## src/rtl/iou_pkg.sv

```systemverilog
// Shared IOU definitions: IO bus address map, sequencer FSM states, service classes.
package iou_pkg;

  localparam logic [7:0] ADDR_LED      = 8'h00;
  localparam logic [7:0] ADDR_SWT      = 8'h04;
  localparam logic [7:0] ADDR_SEG_RDY  = 8'h08;
  localparam logic [7:0] ADDR_SEG_DATA = 8'h0C;
  localparam logic [7:0] ADDR_SWX_VLD  = 8'h10;
  localparam logic [7:0] ADDR_SWX_DATA = 8'h14;
  localparam logic [7:0] ADDR_CNT      = 8'h18;

  typedef enum logic [2:0] {
    ST_IDLE,
    ST_POLL_SEG,
    ST_GAP_SEG,
    ST_WRITE_SEG,
    ST_POLL_SW,
    ST_GAP_SW,
    ST_READ_SW,
    ST_DONE_SW
  } state_e;

  typedef enum logic {
    SRV_OUT = 1'b0,
    SRV_IN  = 1'b1
  } srv_e;

endpackage

```

## src/rtl/iou_seq_ctrl_if.sv

```systemverilog
// IOU IO bus: the sequencer drives address/strobes, the IOU returns read data combinationally.
interface iou_seq_ctrl_if;
  logic [7:0]  io_addr;
  logic [31:0] io_dout;
  logic        io_we;
  logic        io_rd;
  logic [31:0] io_din;

  modport master (output io_addr, io_dout, io_we, io_rd, input io_din);
  modport slave  (input io_addr, io_dout, io_we, io_rd, output io_din);
endinterface

```

## src/rtl/sync_fifo.sv

```systemverilog
// Single-clock FIFO with occupancy count; DEPTH must be a power of 2 so pointers wrap freely.
module sync_fifo #(
  parameter int WIDTH = 32,
  parameter int DEPTH = 4
) (
  input  logic                     clk,
  input  logic                     rstn,
  input  logic                     push,
  input  logic                     pop,
  input  logic [WIDTH-1:0]         din,
  output logic [WIDTH-1:0]         dout,
  output logic                     full,
  output logic                     empty,
  output logic [$clog2(DEPTH):0]   count
);
  localparam int AW = $clog2(DEPTH);

  logic [WIDTH-1:0] mem_q [DEPTH];
  logic [AW-1:0]    wr_ptr_q, wr_ptr_d, rd_ptr_q, rd_ptr_d;
  logic [AW:0]      cnt_q, cnt_d;
  logic             do_push, do_pop;

  assign full    = (cnt_q == (AW+1)'(DEPTH));
  assign empty   = (cnt_q == '0);
  assign count   = cnt_q;
  assign dout    = mem_q[rd_ptr_q];
  assign do_push = push & ~full;
  assign do_pop  = pop & ~empty;

  always_comb begin
    wr_ptr_d = wr_ptr_q + AW'(do_push);
    rd_ptr_d = rd_ptr_q + AW'(do_pop);
    cnt_d    = cnt_q + (AW+1)'(do_push) - (AW+1)'(do_pop);
  end

  always_ff @(posedge clk or negedge rstn) begin
    if (!rstn) begin
      wr_ptr_q <= '0;
      rd_ptr_q <= '0;
      cnt_q    <= '0;
    end else begin
      wr_ptr_q <= wr_ptr_d;
      rd_ptr_q <= rd_ptr_d;
      cnt_q    <= cnt_d;
    end
  end

  // storage needs no reset; occupancy is tracked by cnt_q
  always_ff @(posedge clk) begin
    if (do_push) mem_q[wr_ptr_q] <= din;
  end
endmodule

```

## src/rtl/iou_seq_ctrl.sv

```systemverilog
// IO bus master standing in for the CPU: prints queued words to the 7-seg display and
// fetches switch-entered words, round-robin between the two job classes.
module iou_seq_ctrl import iou_pkg::*; #(
  parameter int DEPTH    = 4,
  parameter int POLL_GAP = 16
) (
  input  logic          clk,
  input  logic          rstn,
  input  logic          out_valid,
  input  logic [31:0]   out_data,
  output logic          out_ready,
  input  logic          in_req,
  output logic          in_pend,
  output logic          in_valid,
  output logic [31:0]   in_data,
  output logic          busy,
  iou_seq_ctrl_if.master io
);
  localparam int GW = (POLL_GAP > 1) ? $clog2(POLL_GAP) : 1;

  state_e              state_q, state_d;
  srv_e                last_q, last_d;
  logic [GW-1:0]       gap_q, gap_d;
  logic                in_pend_q, in_pend_d;
  logic [31:0]         in_data_q, in_data_d;
  logic                in_valid_q, in_valid_d;
  logic [7:0]          addr_q, addr_d;
  logic [31:0]         dout_q, dout_d;
  logic                we_q, we_d, rd_q, rd_d;

  logic                fifo_pop, fifo_full, fifo_empty;
  logic [31:0]         fifo_head;
  logic [$clog2(DEPTH):0] fifo_cnt;

  sync_fifo #(.WIDTH(32), .DEPTH(DEPTH)) u_fifo (
    .clk   (clk),
    .rstn  (rstn),
    .push  (out_valid),
    .pop   (fifo_pop),
    .din   (out_data),
    .dout  (fifo_head),
    .full  (fifo_full),
    .empty (fifo_empty),
    .count (fifo_cnt)
  );

  always_comb begin
    state_d  = state_q;
    last_d   = last_q;
    gap_d    = gap_q;
    fifo_pop = 1'b0;
    case (state_q)
      ST_IDLE: begin
        // both classes waiting: alternate against whoever was served last
        if (!fifo_empty && in_pend_q)
          state_d = (last_q == SRV_OUT) ? ST_POLL_SW : ST_POLL_SEG;
        else if (!fifo_empty) state_d = ST_POLL_SEG;
        else if (in_pend_q)   state_d = ST_POLL_SW;
      end
      ST_POLL_SEG: begin
        if (io.io_din[0])       state_d = ST_WRITE_SEG;
        else if (POLL_GAP == 0) state_d = ST_POLL_SEG;
        else begin
          state_d = ST_GAP_SEG;
          gap_d   = '0;
        end
      end
      ST_GAP_SEG: begin
        if (gap_q == GW'(POLL_GAP - 1)) state_d = ST_POLL_SEG;
        else                            gap_d   = gap_q + GW'(1);
      end
      ST_WRITE_SEG: begin
        fifo_pop = 1'b1;
        last_d   = SRV_OUT;
        state_d  = ST_IDLE;
      end
      ST_POLL_SW: begin
        if (io.io_din[0])       state_d = ST_READ_SW;
        else if (POLL_GAP == 0) state_d = ST_POLL_SW;
        else begin
          state_d = ST_GAP_SW;
          gap_d   = '0;
        end
      end
      ST_GAP_SW: begin
        if (gap_q == GW'(POLL_GAP - 1)) state_d = ST_POLL_SW;
        else                            gap_d   = gap_q + GW'(1);
      end
      ST_READ_SW: state_d = ST_DONE_SW;
      ST_DONE_SW: begin
        last_d  = SRV_IN;
        state_d = ST_IDLE;
      end
      default: state_d = ST_IDLE;
    endcase
  end

  // bus outputs are decoded from the next state so they are clean flops aligned with the state
  always_comb begin
    addr_d     = ADDR_LED;
    dout_d     = '0;
    we_d       = 1'b0;
    rd_d       = 1'b0;
    in_valid_d = (state_d == ST_DONE_SW);
    case (state_d)
      ST_POLL_SEG:  begin addr_d = ADDR_SEG_RDY;  rd_d = 1'b1; end
      ST_WRITE_SEG: begin addr_d = ADDR_SEG_DATA; we_d = 1'b1; dout_d = fifo_head; end
      ST_POLL_SW:   begin addr_d = ADDR_SWX_VLD;  rd_d = 1'b1; end
      ST_READ_SW:   begin addr_d = ADDR_SWX_DATA; rd_d = 1'b1; end
      default: ;
    endcase
    in_pend_d = in_pend_q ? (state_q != ST_DONE_SW) : in_req;
    in_data_d = (state_q == ST_READ_SW) ? io.io_din : in_data_q;
  end

  always_ff @(posedge clk or negedge rstn) begin
    if (!rstn) begin
      state_q    <= ST_IDLE;
      last_q     <= SRV_IN;
      gap_q      <= '0;
      in_pend_q  <= 1'b0;
      in_data_q  <= '0;
      in_valid_q <= 1'b0;
      addr_q     <= '0;
      dout_q     <= '0;
      we_q       <= 1'b0;
      rd_q       <= 1'b0;
    end else begin
      state_q    <= state_d;
      last_q     <= last_d;
      gap_q      <= gap_d;
      in_pend_q  <= in_pend_d;
      in_data_q  <= in_data_d;
      in_valid_q <= in_valid_d;
      addr_q     <= addr_d;
      dout_q     <= dout_d;
      we_q       <= we_d;
      rd_q       <= rd_d;
    end
  end

  assign out_ready  = ~fifo_full;
  assign in_pend    = in_pend_q;
  assign in_valid   = in_valid_q;
  assign in_data    = in_data_q;
  assign busy       = (state_q != ST_IDLE) | (fifo_cnt != '0) | in_pend_q;
  assign io.io_addr = addr_q;
  assign io.io_dout = dout_q;
  assign io.io_we   = we_q;
  assign io.io_rd   = rd_q;
endmodule
```

## src/flat_wrapper.sv

```systemverilog
// flat-port wrapper written by rule: the top's interface ports become plain ports
module iou_seq_ctrl_flat import iou_pkg::*;
#(
  parameter int DEPTH    = 4,
  parameter int POLL_GAP = 16
)
  (clk, rstn, out_valid, out_data, out_ready, in_req, in_pend, in_valid, in_data, busy, io_io_addr, io_io_dout, io_io_we, io_io_rd, io_io_din);
  iou_seq_ctrl_if io_i ();
  input  logic clk;
  input  logic rstn;
  input  logic out_valid;
  input  logic [31:0] out_data;
  output logic out_ready;
  input  logic in_req;
  output logic in_pend;
  output logic in_valid;
  output logic [31:0] in_data;
  output logic busy;
  output wire logic [$bits(io_i.io_addr)-1:0] io_io_addr;
  output wire logic [$bits(io_i.io_dout)-1:0] io_io_dout;
  output wire logic [$bits(io_i.io_we)-1:0] io_io_we;
  output wire logic [$bits(io_i.io_rd)-1:0] io_io_rd;
  input wire logic [$bits(io_i.io_din)-1:0] io_io_din;
  assign io_io_addr = io_i.io_addr;
  assign io_io_dout = io_i.io_dout;
  assign io_io_we = io_i.io_we;
  assign io_io_rd = io_i.io_rd;
  assign io_i.io_din = io_io_din;
  iou_seq_ctrl #(.DEPTH(DEPTH), .POLL_GAP(POLL_GAP)) u_core (.clk(clk), .rstn(rstn), .out_valid(out_valid), .out_data(out_data), .out_ready(out_ready), .in_req(in_req), .in_pend(in_pend), .in_valid(in_valid), .in_data(in_data), .busy(busy), .io(io_i));
endmodule
```

## config.mk

```make
export PLATFORM = sky130hd
export DESIGN_NAME = iou_seq_ctrl_flat
export DESIGN_NICKNAME = d
export VERILOG_FILES = /design/src/rtl/iou_pkg.sv /design/src/rtl/iou_seq_ctrl_if.sv /design/src/rtl/sync_fifo.sv /design/src/rtl/iou_seq_ctrl.sv /design/src/flat_wrapper.sv
export SDC_FILE = /design/constraint.sdc
export NUM_CORES = 1
export LEC_CHECK = 0
export BUFFER_PORTS_ARGS = -buffer_cell sky130_fd_sc_hd__buf_2
export CAP_MARGIN = 5
export CORE_ASPECT_RATIO = 1.5
export CORE_MARGIN = 2
export CORE_UTILIZATION = 40
export CTS_CLUSTER_DIAMETER = 200
export DETAILED_ROUTE_END_ITERATION = 16
export MAX_ROUTING_LAYER = met4
export PLACE_DENSITY_LB_ADDON = 0.12
export RECOVER_POWER = 50
export SYNTH_ARGS = -nofsm -noshare
export SYNTH_HDL_FRONTEND = slang
export SYNTH_SLANG_ARGS = --single-unit
```

## constraint.sdc

```tcl
create_clock -name clk -period 4.1 [get_ports clk]
set_clock_uncertainty 0.2 [all_clocks]
set_input_delay 0.205 -clock clk [delete_from_list [all_inputs] [get_ports clk]]
set_output_delay 0.205 -clock clk [all_outputs]
set_load 0.005 [all_outputs]
```

# ---- Yosys cells after proc, flatten, opt, wreduce, memory -nomap -nowiden
# Memories as Yosys holds them, arrays and structs flattened.
# Index checks and enable logic that the tools add are counted.
dict set report op_classes {
  add_sub_neg 5
  n_mul 0
  div 0
  magnitude_cmp 0
  eq_ne 17
  shifts 0
  mux 21
  bitwise 6
  reduce_logical 13
}
# cell count
set op_table {}
lappend op_table {{2-to-1 mux 32 bit} 1}
lappend op_table {{equality test 3 bit, second input constant} 8}
lappend op_table {{case mux 3 bit (7 select lines)} 1}
lappend op_table {{case mux 5 bit (4 select lines)} 1}
lappend op_table {{2-to-1 mux 3 bit} 6}
lappend op_table {{equality test 3 x 2 -> 1 bit, second input constant} 3}
lappend op_table {{2-to-1 mux 4 bit} 2}
lappend op_table {{case mux 4 bit (2 select lines)} 1}
lappend op_table {{2-to-1 mux 1 bit} 7}
lappend op_table {{equality test 3 x 1 -> 1 bit, second input constant} 2}
lappend op_table {{logical NOT 3 bit} 2}
lappend op_table {{nonzero test 3 bit} 2}
lappend op_table {{OR reduction 2 bit} 3}
lappend op_table {{adder 2 x 1 -> 2 bit} 2}
lappend op_table {{adder 4 x 1 -> 4 bit, second input constant} 1}
lappend op_table {{equality test 4 bit, second input constant} 1}
lappend op_table {{!= test 2 bit, second input constant} 2}
lappend op_table {{nonzero test 2 bit} 2}
lappend op_table {{adder 3 x 1 -> 3 bit} 1}
lappend op_table {{!= test 3 bit, second input constant} 1}
lappend op_table {{AND reduction 3 bit} 1}
lappend op_table {{OR reduction 3 bit} 1}
lappend op_table {{subtractor 3 x 1 -> 3 bit} 1}
lappend op_table {{bitwise AND 1 bit} 2}
lappend op_table {{other kinds (6)} 8}
dict set report word_totals {
  reg_bits 88
  latchBits 0
  ram_bits 128
  mem_bits_ro 0
  input_bits 68
  output_inout_bits 78
  wordCells 76
  mem_count 1
}
# memory words width rd rd_ports_with_merged_regs wr line_no
set memory_table {}
lappend memory_table {u_core.u_fifo.mem_q 4 32 1 0 1 sync_fifo.sv:18} ;# logic [WIDTH-1:0] mem_q [DEPTH];

# ---- Logic depth before layout (Yosys ltp)
dict set report depth {
  ltp_word 8
  depth_mapped 10
  mapped_depth_nobuf 10
}

# ---- Cells and area by module
# A second synthesis with hierarchy kept.
dict set report unflattened {
  hier_cells 433
  hier_area_um2 8146.6
}
# mod n_inst cells_per_inst area_each_um2 seq_area_each_um2
set by_module_without_submodules {}
lappend by_module_without_submodules {sync_fifo 1 202 5067.4 4018.9}
lappend by_module_without_submodules {iou_seq_ctrl 1 231 3079.2 1978.1}

# ---- Least setup slack after synthesis
# OpenSTA, ideal clock, no wires.
dict set report synth_timing {
  path_kind {flip-flop to flip-flop}
  from {reg u_core.u_fifo.cnt_q[1], in the netlist u_core.u_fifo.count[1]}
  to {mem u_core.u_fifo.mem_q[1][0], enable pin}
  setup_time_ps 468
  arrival_time_ps 3106
  t_required_ps 3432
  setup_slack_ps 326
  path_stages_with_launch 5
  n_path_buf 0
  period_less_slack_ps 3774
  path_cell_list {dfrtp_1 nor2_1 nand2_1 nand2_1 nor3b_1}
}
dict set report synth_between {
  elab_chain_cells 5
}
# element line_no
set synth_lines {}
lappend synth_lines {{start, declared} sync_fifo.sv:20} ;# logic [AW:0] cnt_q, cnt_d;
lappend synth_lines {{start signal, assigned} sync_fifo.sv:44} ;# cnt_q <= cnt_d;
lappend synth_lines {{equality test 3 bit} sync_fifo.sv:23} ;# assign full = (cnt_q == (AW+1)'(DEPTH));
lappend synth_lines {{inverter 1 bit} -}
lappend synth_lines {{via out_ready} flat_wrapper.sv:13} ;# output logic out_ready;
lappend synth_lines {{bitwise AND 1 bit} sync_fifo.sv:27} ;# assign do_push = push & ~full;
lappend synth_lines {{2-to-1 mux 1 bit} sync_fifo.sv:50} ;# if (do_push) mem_q[wr_ptr_q] <= din;
lappend synth_lines {{2-to-1 mux 1 bit (implied by the code)} sync_fifo.sv:50}
lappend synth_lines {{end, declared} sync_fifo.sv:18}
# The timed path passes the listed nets, and every way through them passes these cells.

# ---- Final worst setup path
dict set report layout_timing {
  from {reg u_core.state_q[0]}
  to {reg u_core.u_fifo.cnt_q[2], in the netlist u_core.u_fifo.count[2]}
}
dict set report layout_between {
  elab_chain_cells 4
}
# element line_no
set layout_lines {}
lappend layout_lines {{start, declared} iou_seq_ctrl.sv:21} ;# state_e state_q, state_d;
lappend layout_lines {{start signal, assigned} iou_seq_ctrl.sv:129} ;# state_q <= state_d;
lappend layout_lines {{equality test 3 x 2 -> 1 bit} iou_seq_ctrl.sv:52} ;# case (state_q)
lappend layout_lines {{2-to-1 mux 1 bit} iou_seq_ctrl.sv:52}
lappend layout_lines {{bitwise AND 1 bit} sync_fifo.sv:28} ;# assign do_pop = pop & ~empty;
lappend layout_lines {{subtractor 3 x 1 -> 3 bit} sync_fifo.sv:33} ;# cnt_d = cnt_q + (AW+1)'(do_push) - (AW+1)'(do_pop);
lappend layout_lines {{via u_core.u_fifo.cnt_d[2]} sync_fifo.sv:20}
# The timed path passes the listed nets, and every way through them passes these cells.
# A chain may end at the register's enable or synchronous reset.

==> summary.txt <==
Routing
  – WL final: approximately 16,000 um
  – Remaining DRCs: 0
  – Vias per cell: 4.73
  – Antenna viol nets, final: 0
  – Via count: 4,593
  – Drt first pass iters: 4
  – 1st-iter DRT viols: roughly 180
  – WL per Instance: about 17 um

Run
  – # Max-Cap Violations: 0

Synthesis
  – Post-synth EDFFs: roughly 130
  – Main synth FF type: edfxtp_1
  – Mapped Cells: between 400 and 500
  – Netlist cell types: 47
  – Cell taking the most area after synthesis: edfxtp_1
  – Register area share after synthesis: 75.2%
  – Ys async rst share: 40.2%
  – Synth top area cells: edfxtp_1, dfrtp_1, mux4_2
  – Flops & latches, synth: 214
  – Post-Syn Area: 0.00798 mm^2
  – Share of the synthesized area in the top cell type: 48.2%
  – Synth Area per Inst: 16.5 um^2
  – Yosys Warn Count: 0

Die
  – Die height: 177 um
  – Row count: 63
  – Initial Util: approximately two fifths
  – CORE AREA: between 0.015 and 0.02 mm^2
  – Die footprint: 0.0211 mm^2
  – Top Ports: 146
  – Die Span X: 119 um

Critical path
  – WP data arrival: 2.66 ns
  – Slowest stage delay, CP: approximately 0.56 ns
  – Kind of critical path: reg -> reg
  – CP required: between 4 and 5 ns
  – Slowest stage cell, crit path: dfrtp_1
  – Worst setup EP type: flop
  – CP cell instances: nand2_1, nor3_1, ha_1, inv_1, ha_1, inv_1, fa_1, xnor2_1, xnor2_1
  – Startpoint types: flop
  – Crit-path max FO: 13

GRT
  – Grt met3 use: 2.84%
  – Initial antenna violation count: 0
  – Met2 usage: 29.0%
  – Largest net degree at the start of global routing: 48
  – Number of global-route vias before repair: approximately 5,000
  – Gr usage total: 16.4%
  – GRT busiest layer: met2
  – First-pass GRT wire length: 26,100 um
  – M1 GR Usage: about 19%
  – Grt total ovfl: 0

Finish
  – Fraction of layout cells with a size suffix above 1: roughly a fifth
  – N_diodes: 0
  – Final nets: 771
  – Area Overhead vs Synth: 27.6%
  – Final core utilization: 51.7%
  – Most frequent cells in the layout: edfxtp_1, nand2_1, dfrtp_1
  – Commonest non-fill, non-tap cell in the layout: edfxtp_1

STA
  – Slew HR: roughly 39%
  – Hold Vio Cnt, Final: 0
  – Final setup TNS: 0 ns
  – Tcrit/Tclk final: 59.8%
  – Fmax: ~0.41 GHz
  – Slew Viols, Final: 0
  – Setup violators final: 0
  – RSZ-0062 raised after global routing: false
  – Crit path time final: 2.45 ns
  – Slew @ Worst Pin: 0.911 ns

CTS
  – CTS root buffer: clkbuf_16
  – Cts bufs inserted: 21
  – Worst-path clk slew: 0.06 ns
  – CTS max path bufs: 3
  – Worst-Skew Late Latency: 0.49 ns
  – TritonCTS clock tree: done
  – # clock sinks: around 210
  – H-tree levels: 1

Outcome
  – Outcome: completed

Power
  – Static Leak: 4.12 nW
  – Worst IR Drop VDD: about 430 uV
  – Power Dens Cells: 665 mW/mm^2

Place
  – DP Wirelength: between 9000 and 10,000 um
  – RePlAce Congestion: 0.824
  – Port Buffers: 140

Min path
  – Hold Path Class: in -> reg
-- worst paths after layout --
| check | start | slack [ns] | cells after the start | to |
|---|---|---|---|---|
| min in group asynchronous | rstn | 0.09 | 2 | u_core.in_data[0]$_DFFE_PN0N_ |
| min reg2reg | u_core.in_data[12]$_DFFE_PN0N_ | 0.27 | 2 | u_core.in_data[12]$_DFFE_PN0N_ |
| min | out_valid | 0.02 | 4 | u_core.u_fifo.wr_ptr_q[0]$_DFF_PN0_ |
| max in group asynchronous | rstn | 2.60 | 3 | u_core.in_data[25]$_DFFE_PN0N_ |
| max | u_core.state_q[0]$_DFF_PN0_ | 1.65 | 9 | u_core.u_fifo.count[2]$_DFF_PN0_ |
| max reg2reg | u_core.state_q[0]$_DFF_PN0_ | 1.65 | 9 | u_core.u_fifo.count[2]$_DFF_PN0_ |
-- Yosys cell counts (2+ instances only) --
library cell and count:
xnor2_1 2, mux2_2 2, a21oi_1 3, ha_1 5, nor2_1 4, buf_2 4, nand2_1 101, and2_1 32
nor3_2 2, a41oi_1 2, nand3_1 3, mux4_2 32, inv_2 2, dfrtp_1 85, nor3b_1 3, and2b_1 2
and3_1 2, mux2i_1 2, clkbuf_1 16, xor2_1 2, edfxtp_1 128, nor2b_1 2, o21ai_0 4, a31oi_1 3
buf_4 5, or2_1 3, inv_1 9, nor3_1 4
-- kinds of logic after synthesis --
kind of cell	count (synthesis)	share of synthesized area, %
DFF	214	75.2
and+or+nand+nor	164	9.69
buffers and inverters	37	2.13
muxes	36	9.57
AOI/OAI and AO/OA	21	1.91
adders and majority gates	6	1.04
xor gates and xnor gates	4	0.439
other	1	0.0470
-- stage by stage --
stage / setup slack (ns) / cells / hold WS [ns] / total power, mW / area, um^2
3_5_place_dp: 1.63 / 868 / 0.0944 / 5.05 / 8970
3_3_place_gp: 1.70 / 868 / 0.0935 / 4.98 / 8970
6_report: 1.65 / 971 / 0.0199 / 6.77 / 10200
4_1_cts: 1.64 / 971 / 0.0170 / 6.93 / 10300
5_1_grt: 1.37 / 971 / 0.0672 / 7.21 / 10200
2_1_floorplan: 0.326 / 487 / -0.291 / 4.38 / 7990
-- routing by layer --
metal  part of all wire (%)  vias to the layer above
li1                       -                     2156
met1                     40                     2264
met2                     52                      141
met3                    5.7                       32
met4                    2.4                        0
met5                      0                        -
-- power breakdown --
group | switching, mW | internal [mW] | leakage [nW]
Clock | 0.767 | 1.04 | 0.318
Combinational | 0.843 | 0.844 | 1.52
Sequential | 0.404 | 2.88 | 2.28
-- final cells by class --
class / instances / area, um^2
clock buffer: 31 / 612
clock inverter: 6 / 36.3
fill: 1697 / 9520
inverter: 11 / 41.3
multi-input combinational: 236 / 1850
sequential: 214 / 6000
tap: 260 / 325
timing repair buffer: 213 / 1320
-- worst max-delay path, delay by kind of cell, from the launching register on --
family	cells	cell delay, ns
xor gates and xnor gates	2	0.34
adders and majority gates	3	0.79
buffers and inverters	2	0.11
DFF	1	0.56
and+or+nand+nor	2	0.39
-- registers in the layout, indices dropped and copies added, names as in the netlist --
signal,cells
u_core.io.io_rd,1
u_core.in_data,32
u_core.io.io_dout,32
u_core.io.io_addr,3
u_core.u_fifo.mem_q,128
u_core.u_fifo.wr_ptr_q,2
u_core.in_valid,1
u_core.last_q,1
u_core.u_fifo.count,3
u_core.u_fifo.rd_ptr_q,2
u_core.io.io_we,1
u_core.state_q,3
u_core.gap_q,4
u_core.in_pend,1
-- what timing repair did --
item,in CTS,in global routing
endpoints found under the hold margin,207,0
gates resized for setup,0,0
hold buffers,66,0
buffers inserted,0,0
Note: power is estimated with default switching activity, not from simulation.
